File: config.mk
export PLATFORM = sky130hd
export DESIGN_NAME = pc_sequencer
export DESIGN_NICKNAME = d
export VERILOG_FILES = /design/src/rtl/pc_sequencer_pkg.sv /design/src/rtl/pc_sequencer.sv
export SDC_FILE = /design/constraint.sdc
export NUM_CORES = 1
export LEC_CHECK = 0
export CAP_MARGIN = 20
export CORE_ASPECT_RATIO = 1.1
export CORE_MARGIN = 4
export CORE_UTILIZATION = 34
export DETAILED_ROUTE_END_ITERATION = 16
export PLACE_DENSITY_LB_ADDON = 0.08
export SYNTH_ARGS = -nofsm -noshare
export SYNTH_HDL_FRONTEND = slang
export SYNTH_SLANG_ARGS = --single-unit
File: constraint.sdc
create_clock -name Clock -period 1.4 [get_ports Clock]
set_clock_uncertainty 0.05 [all_clocks]
set_input_delay 0.21 -clock Clock [delete_from_list [all_inputs] [get_ports Clock]]
set_output_delay 0.21 -clock Clock [all_outputs]
set_load 0.02 [all_outputs]
File: src/rtl/pc_sequencer_pkg.sv
// Shared definitions for the program-counter sequencer: next-PC mux selection
// codes, FSM state encoding and default interrupt/trap vector addresses.
package pc_sequencer_pkg;

    localparam logic [3:0] SEL_SEQ    = 4'd0;
    localparam logic [3:0] SEL_TARGET = 4'd1;
    localparam logic [3:0] SEL_BOOT   = 4'd2;
    localparam logic [3:0] SEL_IRQ    = 4'd3;
    localparam logic [3:0] SEL_TRAP   = 4'd4;

    localparam int VEC_IRQ_DEFAULT  = 96;
    localparam int VEC_TRAP_DEFAULT = 97;

    typedef enum logic [1:0] {
        ST_BOOT   = 2'd0,
        ST_RUN    = 2'd1,
        ST_HALTED = 2'd2
    } state_t;

endpackage

File: src/rtl/pc_sequencer.sv
// Program-counter sequencer: drives the external next-PC mux and registers its result.
// Interrupt support is compiled in only when PC_SEQUENCER_IRQ_EN is defined.
module pc_sequencer
    import pc_sequencer_pkg::*;
#(
    parameter int WIDTH    = 17,
    parameter int VEC_IRQ  = VEC_IRQ_DEFAULT,
    parameter int VEC_TRAP = VEC_TRAP_DEFAULT
) (
    input  logic             Clock,
    input  logic             ResetN,
    input  logic             Stall,
    input  logic             Branch,
    input  logic [WIDTH-1:0] BranchTarget,
    input  logic             Trap,
    input  logic             Eret,
    input  logic             Halt,
    input  logic             IrqReq,
    output logic             IrqAck,
    input  logic [WIDTH-1:0] NextPc,
    output logic [3:0]       Selection,
    output logic [WIDTH-1:0] PcPlus1,
    output logic [WIDTH-1:0] Target,
    output logic [WIDTH-1:0] Pc,
    output state_t           DbgState,
    output logic [WIDTH-1:0] DbgEpc,
    output logic             DbgIe
);

    // The vectors are consumed by the external mux; reject values it cannot carry.
    if ((VEC_IRQ >= (1 << WIDTH)) || (VEC_TRAP >= (1 << WIDTH))) begin : g_vec_range
        $error("pc_sequencer: vector address does not fit in WIDTH bits");
    end

    state_t           state_q, state_d;
    logic [WIDTH-1:0] pc_q, pc_d;
    logic [WIDTH-1:0] epc_q, epc_d;
    logic             ie_q, ie_d;
    logic             irq_run;
    logic             irq_halt;

`ifdef PC_SEQUENCER_IRQ_EN
    // A branch in the same cycle defers the interrupt so the branch is not lost.
    assign irq_run  = IrqReq & ie_q & ~Branch;
    assign irq_halt = IrqReq & ie_q;
`else
    logic unused_irq;
    assign unused_irq = IrqReq;
    assign irq_run    = 1'b0;
    assign irq_halt   = 1'b0;
`endif

    assign PcPlus1 = pc_q + WIDTH'(1);
    assign Target  = Eret ? epc_q : BranchTarget;

    always_ff @(posedge Clock or negedge ResetN) begin
        if (!ResetN) begin
            state_q <= ST_BOOT;
            pc_q    <= '0;
            epc_q   <= '0;
            ie_q    <= 1'b1;
        end else begin
            state_q <= state_d;
            pc_q    <= pc_d;
            epc_q   <= epc_d;
            ie_q    <= ie_d;
        end
    end

    always_comb begin
        state_d   = state_q;
        pc_d      = pc_q;
        epc_d     = epc_q;
        ie_d      = ie_q;
        Selection = SEL_SEQ;
        IrqAck    = 1'b0;
        case (state_q)
            ST_BOOT: begin
                Selection = SEL_BOOT;
                pc_d      = NextPc;
                state_d   = ST_RUN;
            end
            ST_RUN: begin
                if (!Stall) begin
                    if (Trap) begin
                        Selection = SEL_TRAP;
                        epc_d     = pc_q;
                        ie_d      = 1'b0;
                        pc_d      = NextPc;
                    end else if (irq_run) begin
                        Selection = SEL_IRQ;
                        epc_d     = PcPlus1;
                        ie_d      = 1'b0;
                        IrqAck    = 1'b1;
                        pc_d      = NextPc;
                    end else if (Eret) begin
                        Selection = SEL_TARGET;
                        ie_d      = 1'b1;
                        pc_d      = NextPc;
                    end else if (Branch) begin
                        Selection = SEL_TARGET;
                        pc_d      = NextPc;
                    end else if (Halt) begin
                        state_d = ST_HALTED;
                    end else begin
                        pc_d = NextPc;
                    end
                end
            end
            ST_HALTED: begin
                // Resume point is the halt instruction itself, so Epc takes Pc here.
                if (irq_halt) begin
                    Selection = SEL_IRQ;
                    epc_d     = pc_q;
                    ie_d      = 1'b0;
                    IrqAck    = 1'b1;
                    pc_d      = NextPc;
                    state_d   = ST_RUN;
                end
            end
            default: begin
                state_d = ST_BOOT;
            end
        endcase
    end

    assign Pc       = pc_q;
    assign DbgState = state_q;
    assign DbgEpc   = epc_q;
    assign DbgIe    = ie_q;

endmodule

Word-level counts from Yosys, hierarchy flattened
Cells that the tools add are included.
- register bits: 37
- input bits: 42
- output and inout bits: 76
- logic and storage cells: 42
- add/subtract/negate cells: 1
- eq/ne operators: 8
- muxes and demuxes: 20
- bitwise gates (word level): 2
- reduce and logical (&&, ||, !) cells: 7
- operators with widths (cell ; count):
    2-to-1 mux 17 bit ; 6
    one-hot mux 17 bit (2 select lines) ; 1
    adder 17 x 1 -> 17 bit, second input constant ; 1
    2-to-1 mux 2 bit ; 5
    != test 2 bit, second input constant ; 5
    AND reduction 3 bit ; 3
    one-hot mux 4 bit (2 select lines) ; 1
    2-to-1 mux 3 bit ; 2
    one-hot mux 2 bit (3 select lines) ; 1
    AND reduction 6 bit ; 1
    != test 5 bit, second input constant ; 1
    2-to-1 mux 1 bit ; 4
    nonzero test 2 bit ; 2
    equality test 2 x 1 -> 1 bit, second input constant ; 1
    equality test 2 bit, second input constant ; 1
    logical NOT 2 bit ; 1
    inverter 1 bit ; 2

Longest topological paths before layout
Gate-level depths: netlist (run 1).
- depth in word-level cells: 6
- depth in mapped cells: 7
- depth with buffers taken out: 4

Worst setup path after synthesis (run 1)
Ideal clock, no wire load.
- path kind: register to output
- start: reg pc_q[2], in the netlist Pc[2]
- end: out PcPlus1[13]
- arrival: 1592 ps
- slack: -452 ps
- stages on the path, launching flop included: 5
- path buffers: 0
- cells stage by stage: dfrtp_1 > and4_1 > nand4_1 > nor3_1 > xor2_1
- longest elaborated chain between the ends: 1
- RTL lines (what ; RTL line ; text):
    from (decl) ; pc_sequencer.sv:36 ; logic [WIDTH-1:0] pc_q, pc_d;
    from (signal assigned) ; pc_sequencer.sv:64 ; pc_q <= pc_d;
    adder 17 x 1 -> 17 bit ; pc_sequencer.sv:53 ; assign PcPlus1 = pc_q + WIDTH'(1);
    to (decl) ; pc_sequencer.sv:22 ; output logic [WIDTH-1:0] PcPlus1,
No other way between the ends.

Worst setup path in the final report (run 1)
- start: reg pc_q[4], in the netlist Pc[4]
- end: out PcPlus1[13]
The elaborated chain is that of the path after synthesis.

==> qor.yml, run 1 <==
slowest_delay_ns: 0.37
grt_pass1_wl_mm: 10.0
drc_errors: 0
violations: "setup timing"
drtIter0Drc: 37
cts_buffer_depth: 2
routedWlPerCell_um: 16.9
clock.fmax_ghz: 0.521
synth_area_per_cell_sq_um: 13.2
hp-class: "input pin to async pin"
clkSlewWorstSetupHoldPaths_ns: 0.08
status: "finished, violations left"
path_class: "flip-flop to output pin"
cp.arrival_ns: 1.66
pwr-share-clk: 0.226
synthFlopType: "dfrtp_1"
leakagePower_nw: 1.99
drv_slew: 0
r2r_slack_ns: -0.24
antenna_found_initial: 0
final-hold-violation-count: 0
worstPathCellList: "and4_4 > nand4_1 > buf_6 > nor3_4 > xor2_1 > buf_4"
yosys.cell_types.count: 30
reg2reg_depth: 6
dieArea_sq_um: 7280
layout-drive-gt1-share: 0.686
grt_overflow_total: 0
die_w_um: 81.7
swShare: 0.332
drtPass1Iterations: 4
async_reset_ff_frac: 1.00
num_vias: 1878
critPathBufInv: 2
rows: 29
drv_cap: 0
synth.ff_latch_count: 37
worst_setup_path_start_kind: "flip-flop"
syn_inst: 154
grt_max_degree: 27
netlist_area_sq_um: 2030
crit_slowest_cell: "dfrtp_2"
rr_endpoint: "DbgEpc[10]"
routed_wl_mm: 6.88
fin_ws_ns: -0.518
cpLargestDelayFamily: "simple AND/OR/NAND/NOR gates"
yosysWarnings: 0
dp_hpwl_mm: 4.76
regToRegStartpoint: "DbgState[1]"
synth-edff-count: 0
rsz0062_at_grt: "yes"
routed_via_density: 4.60
pwr-share-comb: 0.489
diodes: 0
total_power_mw: 4.88
cp_max_fo: 4
fin_crit_sh: 1.37
finalSetupViolations: 54
core_area_sq_um: 5770
setup_tns_ns: -10.75
period_needed_ns: 1.92
grt_pass1_vias: 1955
cts_sinks: 37
intPower_mw: 3.26
syn2layout_area_growth_pct: 104
ioPinCount: 118
cts_max_level: 2
powerDensity_nw_per_um2: 1180
start_util: 0.352
grt_usage: 0.186
critical_path_required_ns: 1.14
yosysSeqAreaShare: 0.456
post-place-ws_ns: -0.733
cp-end-kind: "output pin"
insertion_delay_ns: 0.29
die_h_um: 89.1
port-buffer-count: 114
postRouteAntennaNets: 0
startpoint: "Pc[4]"
path_depth: 6
root_buffer: "clkbuf_8"
worstSetupEndpoint: "PcPlus1[13]"
nNetsFinal: 373
cts_tree: "built"
p_sw_mw: 1.62
cts_buffers: 5
seqPwrFrac: 0.285
peakVddDrop_v: 0.000918
gp_congestion: 0.699
[worst reg2reg max path: stages, from the launching register on]
cell and delay (ns):
dfrtp_2 0.42, nor3b_2 0.22, buf_4 0.14, and2_4 0.14
buf_6 0.12, buf_8 0.14, mux2_4 0.30
[state kept, by name, indices dropped and copies added (netlist names)]
name,flops
Pc,17
DbgEpc,17
DbgIe,1
DbgState,2
[metrics by stage]
step / util / cell area (sq um) / instances / hold WS [ns]
2_1_floorplan: - / 2180 / 155 / -0.136
3_3_place_gp: 0.641 / 3700 / 384 / 0.0799
3_5_place_dp: 0.641 / 3700 / 384 / 0.0840
4_1_cts: 0.697 / 4020 / 404 / 0.305
5_1_grt: 0.718 / 4140 / 408 / 0.323
6_report: 0.718 / 4140 / 408 / 0.308
[routing by layer]
layer | global-route usage | vias to the layer above | part of all wire
met5 | 0 | - | 0
met4 | 0.0529 | 0 | 0.0086
met3 | 0.0645 | 5 | 0.090
met2 | 0.327 | 78 | 0.51
met1 | 0.215 | 910 | 0.39
li1 | - | 885 | -
[logic make-up (layout without fill, tap and decap cells)]
logic type,after synthesis,in the layout,synth area share
buf+inv,12,188,0.0511
compound gates,3,3,0.00862
fa+ha+maj,1,1,0.00616
other cells,1,2,0.00185
simple gates,34,34,0.110
xor+xnor,15,15,0.0647
flops,37,37,0.456
mux,51,51,0.301
[repair_timing]
action | CTS | global route
hold buffers | 1 | 0
setup endpoints to repair | 108 | 86
pin swaps | 15 | 10
buffers inserted | 8 | 7
endpoints found under the hold margin | 10 | 0
cloned | 3 | 0
gates resized for setup | 304 | 63
[final cells by class]
type | count | area (sq um)
Clock buffer | 5 | 68.8
Tap cell | 77 | 96.3
Clock inverter | 3 | 65.1
Sequential cell | 37 | 942
Fill cell | 405 | 1630
Multi-Input combinational cell | 106 | 1310
Timing Repair Buffer | 177 | 1650
Inverter | 3 | 11.3
[cell usage in the layout (no fill, tap or decap), types with 3 or more instances in the layout]
| master | count |
|---|---|
| dlygate4sd2_1 | 6 |
| xor2_2 | 3 |
| buf_2 | 20 |
| buf_4 | 51 |
| clkbuf_8 | 5 |
| nand4_1 | 3 |
| clkdlybuf4s15_1 | 11 |
| buf_16 | 3 |
| nand2_1 | 4 |
| dfrtp_2 | 12 |
| buf_6 | 32 |
| mux2_2 | 11 |
| buf_12 | 4 |
| mux2_4 | 40 |
| dfrtp_1 | 24 |
| clkdlybuf4s15_2 | 4 |
| xnor2_2 | 8 |
| clkdlybuf4s50_1 | 37 |
| clkbuf_2 | 6 |
| nor2_1 | 4 |
[cell usage after synthesis, types with 2 or more instances]
| master | n | area (sq um) |
|---|---|---|
| and3_1 | 2 | 12.5 |
| nor2_1 | 8 | 30.0 |
| xnor2_1 | 10 | 87.6 |
| mux2_2 | 41 | 462 |
| and4_1 | 2 | 17.5 |
| nand3_1 | 4 | 20.0 |
| a21oi_1 | 2 | 10.0 |
| dfrtp_1 | 36 | 901 |
| buf_4 | 3 | 22.5 |
| nand4_1 | 3 | 18.8 |
| xor2_1 | 5 | 43.8 |
| buf_6 | 4 | 45.0 |
| nand2_1 | 6 | 22.5 |
| inv_1 | 3 | 11.3 |
| mux2_4 | 10 | 150 |
[worst min-delay path by stage]
| stage | endpoint | slack (ns) | cells after the start |
|---|---|---|---|
| floorplan | DbgEpc[0] | -0.14 | 0 |
| global placement | DbgEpc[12] | 0.08 | 1 |
| detailed placement | DbgEpc[12] | 0.08 | 1 |
| CTS | DbgEpc[6] | 0.30 | 2 |
| global route | DbgEpc[0] | 0.32 | 2 |
| finish | DbgEpc[0] | 0.31 | 2 |
[power by group through the flow]
stage | clock [mW] | sequential [mW] | combinational [mW]
floorplan | 0 | 1.72 | 0.785
global placement | 0 | 1.40 | 2.32
detailed placement | 0 | 1.40 | 2.34
CTS | 1.13 | 1.39 | 2.28
global route | 1.17 | 1.42 | 2.52
finish | 1.10 | 1.39 | 2.39
Power figures use the tool's default switching activity.
==> run 2, diff against run 1 <==
==> constraint.sdc (replaced) <==
create_clock -name Clock -period 1.4 [get_ports Clock]
set_clock_uncertainty 0.05 [all_clocks]
set_input_delay 0.14 -clock Clock [delete_from_list [all_inputs] [get_ports Clock]]
set_output_delay 0.14 -clock Clock [all_outputs]
set_load 0.02 [all_outputs]
==> run 2 against run 1 <==
Compared with the run above:
- the flow still finishes with violations (setup timing)
- largest power group unchanged
- via count is 1.4% higher
- clock power is 30% lower
- total power is 8.5% lower
- first-iteration DRC count is 19% higher
- non-clock buffer count is 6 higher
- core utilization is 0.74 points lower
- worst hold slack worse by 0.022 ns
- critical endpoint is now PcPlus1[7]
==> qor.yml, run 2 (synthesis results as in run 1) <==
fin_crit_sh: 1.37  # about the same
cts_max_level: 2  # unchanged
reg2reg_depth: 6  # unchanged
drc_errors: 0  # unchanged
r2r_slack_ns: -0.27  # -0.03 ns
core_area_sq_um: 5770  # unchanged
powerDensity_nw_per_um2: 1090  # -7.6%
diodes: 0  # unchanged
peakVddDrop_v: 0.000667  # -27%
postRouteAntennaNets: 0  # unchanged
num_vias: 1905  # +1.4%
setup_tns_ns: -10.11  # +0.638 ns
fin_ws_ns: -0.517  # +0.000853 ns
clock.fmax_ghz: 0.522  # about the same
cp_max_fo: 3  # -1
start_util: 0.352  # unchanged
worst_setup_path_start_kind: "flip-flop"
syn2layout_area_growth_pct: 102
die_w_um: 81.7  # unchanged
drv_cap: 0  # unchanged
rsz0062_at_grt: "yes"
layout-drive-gt1-share: 0.635  # -0.0508
dp_hpwl_mm: 4.67  # -1.8%
leakagePower_nw: 1.96  # -1.2%
grt_pass1_wl_mm: 10.1  # +0.62%
ioPinCount: 118  # unchanged
root_buffer: "clkbuf_8"
die_h_um: 89.1  # unchanged
drv_slew: 0  # unchanged
status: "finished, violations left"
cts_tree: "built"
cts_buffers: 5  # unchanged
drtIter0Drc: 44  # +19%
drtPass1Iterations: 4  # unchanged
cts_buffer_depth: 2  # unchanged
cts_sinks: 37  # unchanged
final-hold-violation-count: 0  # unchanged
cp-end-kind: "output pin"
regToRegStartpoint: "DbgState[1]"
dieArea_sq_um: 7280  # unchanged
rows: 29  # unchanged
routed_wl_mm: 6.78  # -1.5%
routedWlPerCell_um: 16.4  # -2.9%
gp_congestion: 0.725  # +3.7%
hp-class: "input pin to async pin"
cp.arrival_ns: 1.73  # +0.07 ns
finalSetupViolations: 52  # -3.7%
routed_via_density: 4.60  # about the same
insertion_delay_ns: 0.28  # about the same
grt_usage: 0.186  # -0.000384
rr_endpoint: "DbgEpc[15]"
final_core_util: 0.711  # -0.00737
path_class: "flip-flop to output pin"
grt_max_degree: 21  # -22%
port-buffer-count: 114  # unchanged
clkSlewWorstSetupHoldPaths_ns: 0.07  # about the same
final_common_cell: "buf_4"
grt_pass1_vias: 1991  # +1.8%
critical_path_required_ns: 1.21  # +0.07 ns
layout_common_cells: "buf_4, clkdlybuf4s50_1, mux2_4"
grt_overflow_total: 0  # unchanged
antenna_found_initial: 0  # unchanged
period_needed_ns: 1.92  # -0.000853 ns
violations: "setup timing"
nNetsFinal: 379  # +1.6%
[run 2: cell count changes in the layout (fill, tap and decap cells not counted), moves of 3 or more]
cell | before | now
buf_4 | 51 | 58
buf_6 | 32 | 20
clkbuf_2 | 6 | 3
clkdlybuf4s15_1 | 11 | 7
clkdlybuf4s15_2 | 4 | 1
dlygate4sd2_1 | 6 | 26
mux2_2 | 11 | 17
mux2_4 | 40 | 34
[run 2: per-stage QoR]
step	worst slack, ns	cell area, sq um	power, mW	cells	hold slack (ns)
floorplan	-0.263	2180	2.50	155	-0.206
finish	-0.517	4100	4.47	414	0.286
detailed placement	-0.618	3750	3.77	389	0.0579
global route	-0.619	4100	4.71	414	0.307
global placement	-0.612	3750	3.75	389	0.0510
CTS	-0.510	4060	4.50	409	0.289
[run 2: critical path, stage by stage, from the launching register on]
cell and delay [ns]:
dfrtp_2 0.36, and4_4 0.24, nand4_1 0.14, buf_6 0.16, buf_4 0.14, buf_4 0.13, xnor2_2 0.12, buf_4 0.16
[run 2: how the worst max path moves through the flow]
| stage | end | slack [ns] | cells past startpoint | start |
|---|---|---|---|---|
| floorplan | PcPlus1[15] | -0.26 | 4 | Pc[2] |
| detailed placement | PcPlus1[13] | -0.62 | 6 | Pc[2] |
| global placement | PcPlus1[13] | -0.61 | 6 | Pc[2] |
| global route | PcPlus1[13] | -0.62 | 6 | Pc[2] |
| finish | PcPlus1[7] | -0.52 | 7 | Pc[3] |
| CTS | PcPlus1[13] | -0.51 | 6 | Pc[2] |
[run 2: final cells by class]
cell class,count,area (sq um)
Inverter,3,11.3
Sequential cell,37,942
Clock buffer,8,90.1
Timing Repair Buffer,183,1670
Multi-Input combinational cell,106,1290
Fill cell,420,1670
Tap cell,77,96.3
[run 2: power breakdown]
part | switching [mW] | internal, mW
Clock | 0.367 | 0.402
Combinational | 1.09 | 1.22
Sequential | 0.122 | 1.27
[run 2: metal layers]
layer / GRT usage / routed length (um) / vias up
li1: - / - / 891
met1: 0.208 / 2640 / 934
met2: 0.347 / 3530 / 74
met3: 0.0565 / 555 / 6
met4: 0.0363 / 56 / 0
met5: 0 / 0 / -
[run 2: repair_timing]
| action | in CTS | in global routing |
|---|---|---|
| endpoints found under the hold margin | 17 | 0 |
| hold buffers | 1 | 0 |
| setup buffers | 8 | 11 |
| setup endpoints to repair | 108 | 75 |
| pin swaps | 12 | 12 |
| gates resized for setup | 241 | 51 |
| gates cloned | 3 | 0 |
